<file path="config.mk">
export PLATFORM = sky130hd
export DESIGN_NAME = pulse_sequencer
export DESIGN_NICKNAME = d
export VERILOG_FILES = /design/src/rtl/pulse_sequencer.sv
export SDC_FILE = /design/constraint.sdc
export NUM_CORES = 2
export LEC_CHECK = 0
export CAP_MARGIN = 30
export CORE_MARGIN = 2
export CORE_UTILIZATION = 32
export DETAILED_ROUTE_END_ITERATION = 8
export MAX_ROUTING_LAYER = met4
export PLACE_DENSITY_LB_ADDON = 0.05
export SLEW_MARGIN = 20
export SYNTH_ARGS = -nofsm -noshare
export SYNTH_HDL_FRONTEND = slang
export SYNTH_SLANG_ARGS = --single-unit
</file>
<file path="constraint.sdc">
create_clock -name clk_pll -period 13 [get_ports clk_pll]
set_input_delay 1.3 -clock clk_pll [delete_from_list [all_inputs] [get_ports clk_pll]]
set_output_delay 1.3 -clock clk_pll [all_outputs]
set_load 0.05 [all_outputs]
</file>
<file path="src/rtl/pulse_sequencer.sv">
`default_nettype none
// ==== pulse_sequencer : CPMG/Hahn/CW pulse sequencer, config shadowed at shot boundaries ====
// ==== Rev 1.0 ====
module pulse_sequencer #(
   parameter int CW       = 32,
   parameter int NP       = 16,
   parameter int AW       = 7,
   parameter int ATT_LEAD = 30,
   parameter int CW_SYNC  = 50
) (
   input  logic          clk_pll,
   input  logic          reset,
   input  logic          enable,
   input  logic          pump,
   input  logic [CW-1:0] period,
   input  logic [CW-1:0] p1width,
   input  logic [CW-1:0] delay,
   input  logic [CW-1:0] p2width,
   input  logic [7:0]    npulse,
   input  logic [15:0]   pulse_block,
   input  logic [15:0]   pulse_block_off,
   input  logic          block,
   input  logic [AW-1:0] pre_att,
   input  logic [AW-1:0] post_att,
   output logic          sync_on,
   output logic          pulse_on,
   output logic          inhib,
   output logic [AW-1:0] Att1,
   output logic [AW-1:0] Att3,
   output logic [7:0]    pulse_idx,
   output logic          shot_done,
   output logic          busy
);

   localparam int TW = CW + 2;

   typedef enum logic [0:0] {S_IDLE = 1'b0, S_RUN = 1'b1} state_t;

   typedef struct packed {
      logic [CW-1:0] per;
      logic [CW-1:0] p1w;
      logic [CW-1:0] dly;
      logic [CW-1:0] p2w;
      logic [7:0]    np;
      logic [15:0]   pb;
      logic [15:0]   pbo;
      logic          blk;
      logic          pump;
      logic [AW-1:0] pre;
      logic [AW-1:0] post;
   } cfg_t;

   function automatic logic [TW-1:0] sat_add(input logic [TW-1:0] a, input logic [TW-1:0] b);
      logic [TW:0] s;
      s = {1'b0, a} + {1'b0, b};
      return s[TW] ? {TW{1'b1}} : s[TW-1:0];
   endfunction

   state_t        state_q, state_d;
   cfg_t          cfg_q, cfg_d;
   logic [CW-1:0] cnt_q, cnt_d;
   logic [7:0]    pk_q, pk_d, wk_q, wk_d;
   logic [TW-1:0] pnx_q, pnx_d, pls_q, pls_d, wnx_q, wnx_d, wls_q, wls_d;
   logic          sync_on_q, sync_on_d, pulse_on_q, pulse_on_d, inhib_q, inhib_d;
   logic          shot_done_q, shot_done_d, busy_q, busy_d;
   logic [AW-1:0] att1_q, att1_d, att3_q, att3_d;
   logic [7:0]    pulse_idx_q, pulse_idx_d;

   logic          boundary, restart;
   logic [TW-1:0] per_x, cnt_x, p2w_x, pbo_x;
   logic [TW-1:0] s1, step, o_off, c_off, o1;
   logic [CW-1:0] sync_start;

   assign boundary   = (state_q == S_RUN) && (cnt_q == cfg_q.per);
   assign restart    = (state_q == S_IDLE) || boundary;
   assign per_x      = TW'(cfg_q.per);
   assign cnt_x      = TW'(cnt_q);
   assign p2w_x      = TW'(cfg_q.p2w);
   assign pbo_x      = TW'(cfg_q.pbo);
   assign s1         = sat_add(TW'(cfg_q.p1w), TW'(cfg_q.dly));
   assign step       = sat_add(sat_add(TW'(cfg_q.dly), TW'(cfg_q.dly)), p2w_x);
   assign o_off      = sat_add(p2w_x, TW'(cfg_q.pb));
   assign c_off      = sat_add(o_off, pbo_x);
   assign o1         = sat_add(s1, o_off);
   assign sync_start = (cfg_q.per > CW'(CW_SYNC)) ? cfg_q.per - CW'(CW_SYNC) : '0;

   // Shadows reload during reset, every idle cycle and at each shot boundary
   always_comb begin
      cfg_d = cfg_q;
      if (reset || restart) begin
         cfg_d.per  = period;
         cfg_d.p1w  = p1width;
         cfg_d.dly  = delay;
         cfg_d.p2w  = p2width;
         cfg_d.np   = (npulse > 8'(NP)) ? 8'(NP) : npulse;
         cfg_d.pb   = pulse_block;
         cfg_d.pbo  = pulse_block_off;
         cfg_d.blk  = block;
         cfg_d.pump = pump;
         cfg_d.pre  = pre_att;
         cfg_d.post = post_att;
      end
   end

   always_comb begin
      state_d = state_q;
      cnt_d   = '0;
      if (state_q == S_IDLE) begin
         if (enable) state_d = S_RUN;
      end else if (boundary) begin
         state_d = enable ? S_RUN : S_IDLE;
      end else begin
         cnt_d = cnt_q + CW'(1);
      end
   end

   // Event trackers: each remembers the most recent start reached this shot and
   // the next start; equal widths mean the latest start always closes last.
   logic          p_take, p_have, w_take, w_have, w_act, w_lead;
   logic [TW-1:0] p_nxt, p_last, w_nxt, w_last, w_nxt_after;
   logic [7:0]    p_k, w_k;

   always_comb begin
      p_nxt  = (pk_q == 8'd0) ? s1 : pnx_q;
      p_take = (pk_q < cfg_q.np) && (p_nxt <= cnt_x) && (p_nxt < per_x);
      p_have = p_take || (pk_q != 8'd0);
      p_last = p_take ? p_nxt : pls_q;
      p_k    = p_take ? pk_q + 8'd1 : pk_q;

      w_nxt  = (wk_q == 8'd0) ? o1 : wnx_q;
      w_take = (wk_q < cfg_q.np) && (w_nxt <= cnt_x) && (w_nxt < per_x);
      w_have = w_take || (wk_q != 8'd0);
      w_last = w_take ? w_nxt : wls_q;
      w_k    = w_take ? wk_q + 8'd1 : wk_q;
      w_nxt_after = w_take ? sat_add(w_nxt, step) : w_nxt;

      w_act  = w_have && (cnt_x < sat_add(w_last, pbo_x));
      w_lead = (w_k < cfg_q.np) && (w_nxt_after < per_x) &&
               (w_nxt_after <= sat_add(cnt_x, TW'(ATT_LEAD)));

      pk_d  = restart ? 8'd0 : p_k;
      pnx_d = p_take ? sat_add(p_nxt, step) : pnx_q;
      pls_d = p_last;
      wk_d  = restart ? 8'd0 : w_k;
      wnx_d = w_take ? w_nxt_after : wnx_q;
      wls_d = w_last;
   end

   always_comb begin
      sync_on_d   = 1'b0;
      pulse_on_d  = 1'b0;
      inhib_d     = cfg_q.blk;
      att1_d      = cfg_q.pre;
      att3_d      = cfg_q.post;
      pulse_idx_d = 8'd0;
      shot_done_d = 1'b0;
      busy_d      = 1'b0;
      if (state_q == S_RUN) begin
         busy_d      = 1'b1;
         shot_done_d = boundary;
         if (cfg_q.np == 8'd0) begin
            pulse_on_d = 1'b1;
            inhib_d    = 1'b0;
            sync_on_d  = (cnt_q >= sync_start);
         end else begin
            sync_on_d = (cnt_x < o1);
            if (cnt_q < cfg_q.p1w)
               pulse_on_d = cfg_q.pump;
            else
               pulse_on_d = p_have && (cnt_x < sat_add(p_last, p2w_x));
            if (p_have && (cnt_x < sat_add(p_last, c_off)))
               pulse_idx_d = p_k;
            if (w_act)
               inhib_d = 1'b0;
            if (w_act || w_lead)
               att3_d = '0;
         end
      end
   end

   always_ff @(posedge clk_pll) begin
      cfg_q <= cfg_d;
      if (reset) begin
         state_q     <= S_IDLE;
         cnt_q       <= '0;
         pk_q        <= '0;
         pnx_q       <= '0;
         pls_q       <= '0;
         wk_q        <= '0;
         wnx_q       <= '0;
         wls_q       <= '0;
         sync_on_q   <= 1'b0;
         pulse_on_q  <= 1'b0;
         inhib_q     <= 1'b0;
         att1_q      <= '0;
         att3_q      <= '0;
         pulse_idx_q <= '0;
         shot_done_q <= 1'b0;
         busy_q      <= 1'b0;
      end else begin
         state_q     <= state_d;
         cnt_q       <= cnt_d;
         pk_q        <= pk_d;
         pnx_q       <= pnx_d;
         pls_q       <= pls_d;
         wk_q        <= wk_d;
         wnx_q       <= wnx_d;
         wls_q       <= wls_d;
         sync_on_q   <= sync_on_d;
         pulse_on_q  <= pulse_on_d;
         inhib_q     <= inhib_d;
         att1_q      <= att1_d;
         att3_q      <= att3_d;
         pulse_idx_q <= pulse_idx_d;
         shot_done_q <= shot_done_d;
         busy_q      <= busy_d;
      end
   end

   assign sync_on   = sync_on_q;
   assign pulse_on  = pulse_on_q;
   assign inhib     = inhib_q;
   assign Att1      = att1_q;
   assign Att3      = att3_q;
   assign pulse_idx = pulse_idx_q;
   assign shot_done = shot_done_q;
   assign busy      = busy_q;

endmodule
`default_nettype wire

</file>
==> results.md <==
- Mux share of post-synthesis cell area: 2.25%
- Drt total wl: 170000 um
- Leak: 23.5 nW
- Post-DR wirelength/cell: 23.7 um
- Clock Latency Late Sink: 0.69 ns
- Post-Synthesis Cells: 4608
- Vias per cell: 5.29
- Synth area leader: ha_1
- Number of synthesized register bits: 396
- Synth cell types: 108
- Crit start category: flip-flop
- Syn Area/Cell: 8.61 um2
- Max Slew Vio Count: 0
- CTS Hold Bufs: 0
- FF-to-FF path depth: 65
- Most frequent cells in the layout: buf_4, ha_1, nor2_1, a21oi_1
- Synth-to-Final Area Change: 30.6%
- Worst Hold Launch: att1_d[1]
- Row count: 129
- Register area share after synthesis: 24.6%
- Layout Skew: 0.0407 ns
- Final setup fails: 0
- # diodes: 0
- Fin crit share: 97.3%
- PnR worst setup slack: 0.350 ns
- Combinational family with the most area after synthesis: adder cells
- DP Cell Count: 7059
- Pin count of the biggest net entering global routing: 74
- Synth Area in Adders: 22.0%
- Final nets: 6390
- Slew HR: 34.0%
- Layout cells sized above 1: 20.0%
- Full die area: 127000 um2
- Status: finished, final reports clean
- Final Hold Viols: 0
- Top post-synthesis cells by area: ha_1, edfxtp_1, dfxtp_1
- Io pins: 214
- Min Tclk post-route: 12.65 ns
- Setup TNS Final: 0 ns
- Peak supply drop: 0.000111 V
- Data required, critical path: 13.53 ns
- Core box area: 123000 um2
- CTS tree: built
- Commonest non-fill, non-tap cell in the layout: buf_4
- Worst EP arrival: 13.18 ns
- Hold depth: 1
- Unrepaired setup endpoints after global routing: true
- DRT Pass-1 Iters: 5
- Initial DRC Count: 2506
- Most used cell, CP: a21o_1
- Layout Cells excl Fill: 7191
- Clock Tree Buf Depth: 3
- CTS clk-pin slew, worst paths: 0.06 ns
- Synth Area in XOR/XNOR: 8.94%
- Synth Area in Compound Gates: 20.5%
- PortBufs: 213
- Routed via count: 38000
- WHS Endpoint: Att1[1]
- Global-route wire length before repair: 245000 um
- Synth Area in Simple Gates: 18.0%
- Hold crit path type: reg2reg
- ANT nets after route: 0
- Critical path class: reg2reg
- Max Freq: 79.1 MHz
- Worst path slowest cell: edfxtp_1
- Yosys warns: 0
- Post-layout util: 42.0%
- Die width: 356 um
- CP peak stage delay: 0.40 ns
- Mapped Area: 39700 um2
- Root Buffer: clkbuf_16
- CTS sink count: 396
- PD cells: 260 nW/um2
- Top-area cell type share of the netlist area: 21.5%
- Worst slew pin tran: 0.982 ns
- H-Tree Depth: 2
- Reg2reg setup slack: 0.35 ns
- Final Wtd Congestion: 0.980
- HPWL Detailed: 142000 um
- Die height: 356 um
- DR DRC count: 0
- Placement Setup Slack: -0.738 ns
- CP max FO: 7
- Initial core utilization: 32.2%
- Max cap viols: 0
- End of the worst register-to-register path: Att3[4]
- Async S/R FF share, synth: 0%
- Layout fillers: 12500
- Cts bufs inserted: 53
- Grt ovf: 0
- Initial antenna violation count: 3
- Top_reg_cell synth: dfxtp_1
- Crit. End Element: flip-flop
- Post-synth EDFFs: 184
- Total track usage: 27.0%
- Total power: 13.5 mW
- Worst R2R Start: cfg_q[56]
- Vias in the first global route: 37600
## synthesized netlist by cell type, drive strengths merged, types with 12 or more instances
master   instances
xor2            99
o21bai          41
o21ai          234
mux2i           15
nand2          302
a31oi           35
mux2            66
clkbuf          80
o31ai           20
or2             12
nor2b           75
o21a            54
nor2           440
nand4          110
dfxtp          212
nand3           95
and4            19
a21boi          16
nor3            98
nor4            48
o221a           13
a211oi          82
edfxtp         184
o2111ai         18
and3            45
a21o           204
o22ai           13
or3             21
a21oi          344
ha             683
a2111oi         12
and2            76
o211ai          22
nand2b          62
xnor2          306
inv            258
buf             28
o22a            14
## layer usage
layer / vias up / global-route usage [%] / wire [um]
met4: 0 / 8.68 / 6040
met3: 181 / 1.98 / 6470
met1: 18300 / 37.1 / 82400
met2: 825 / 42.0 / 75200
met5: - / - / 0
li1: 18700 / - / -
## worst max path at each step
stage	startpoint	end	slack [ns]	cells after the start
after global routing	cfg_q[56]	Att3[4]	-0.38	66
after global placement	cfg_q[56]	Att3[2]	-0.56	65
after detailed placement	cfg_q[56]	Att3[4]	-0.74	65
final	cfg_q[56]	Att3[4]	0.35	65
after floorplan	cfg_q[56]	Att3[0]	0.01	67
after CTS	cfg_q[89]	Att3[4]	-0.003	67
## logic make-up (layout without fill, tap and decap cells)
logic type / after synthesis / count (layout)
fa+ha+maj: 693 / 693
xor+xnor: 405 / 405
mux: 81 / 81
other cells: 1 / 4
buf+inv: 367 / 1310
compound gates: 1220 / 1220
simple gates: 1445 / 1445
flops: 396 / 396
## worst max-delay path, delay by kind of cell, from the launching register on
family / cells / cell delay (ns)
adders and majority gates: 7 / 1.96
AOI/OAI and AO/OA: 31 / 5.48
DFF: 1 / 0.40
muxes: 1 / 0.30
and+or+nand+nor: 16 / 2.90
xor gates and xnor gates: 3 / 0.43
buffers and inverters: 7 / 1.00
## per-stage QoR
step | hold WS [ns] | area, um2
floorplan | 0.429 | 39700
global placement | 0.433 | 48900
detailed placement | 0.440 | 48900
CTS | 0.455 | 51100
global route | 0.474 | 51800
finish | 0.443 | 51800
## state kept, by name (all words and copies together), names as in the netlist
signal / count
state_q: 1
pnx_q: 34
wnx_q: 34
cfg_q: 177
pk_q: 8
pulse_on: 1
inhib: 1
att1_d: 7
pulse_idx: 8
wls_q: 34
Att3: 7
sync_on: 1
busy: 1
wk_q: 8
shot_done: 1
Att1: 7
cnt_q: 32
pls_q: 34
## timing repair
action | CTS | global route
pin swaps | 37 | 99
setup buffers | 15 | 16
endpoints found under the hold margin | 0 | 0
setup endpoints to repair | 17 | 17
resized for setup | 55 | 135
cloned | 0 | 1
## final cells by class
| class | instances | area (um2) | share of cell area [%] |
|---|---|---|---|
| repair buffers | 952 | 7830 | 15.1 |
| multi-input cells | 3848 | 29400 | 56.6 |
| inverters | 259 | 973 | 1.88 |
| flip-flops and latches | 396 | 9770 | 18.8 |
| clock buffers | 66 | 1450 | 2.79 |
| well taps | 1637 | 2050 | 3.95 |
| clock inverters | 33 | 399 | 0.770 |
## report_power, final
group | switching [mW] | total, mW | internal, mW
sequential | 0.149 | 1.68 | 1.53
clock | 0.654 | 1.60 | 0.948
combinational | 5.59 | 10.2 | 4.62
total | 6.40 | 13.5 | 7.10
Note: power is estimated with default switching activity, not from simulation.
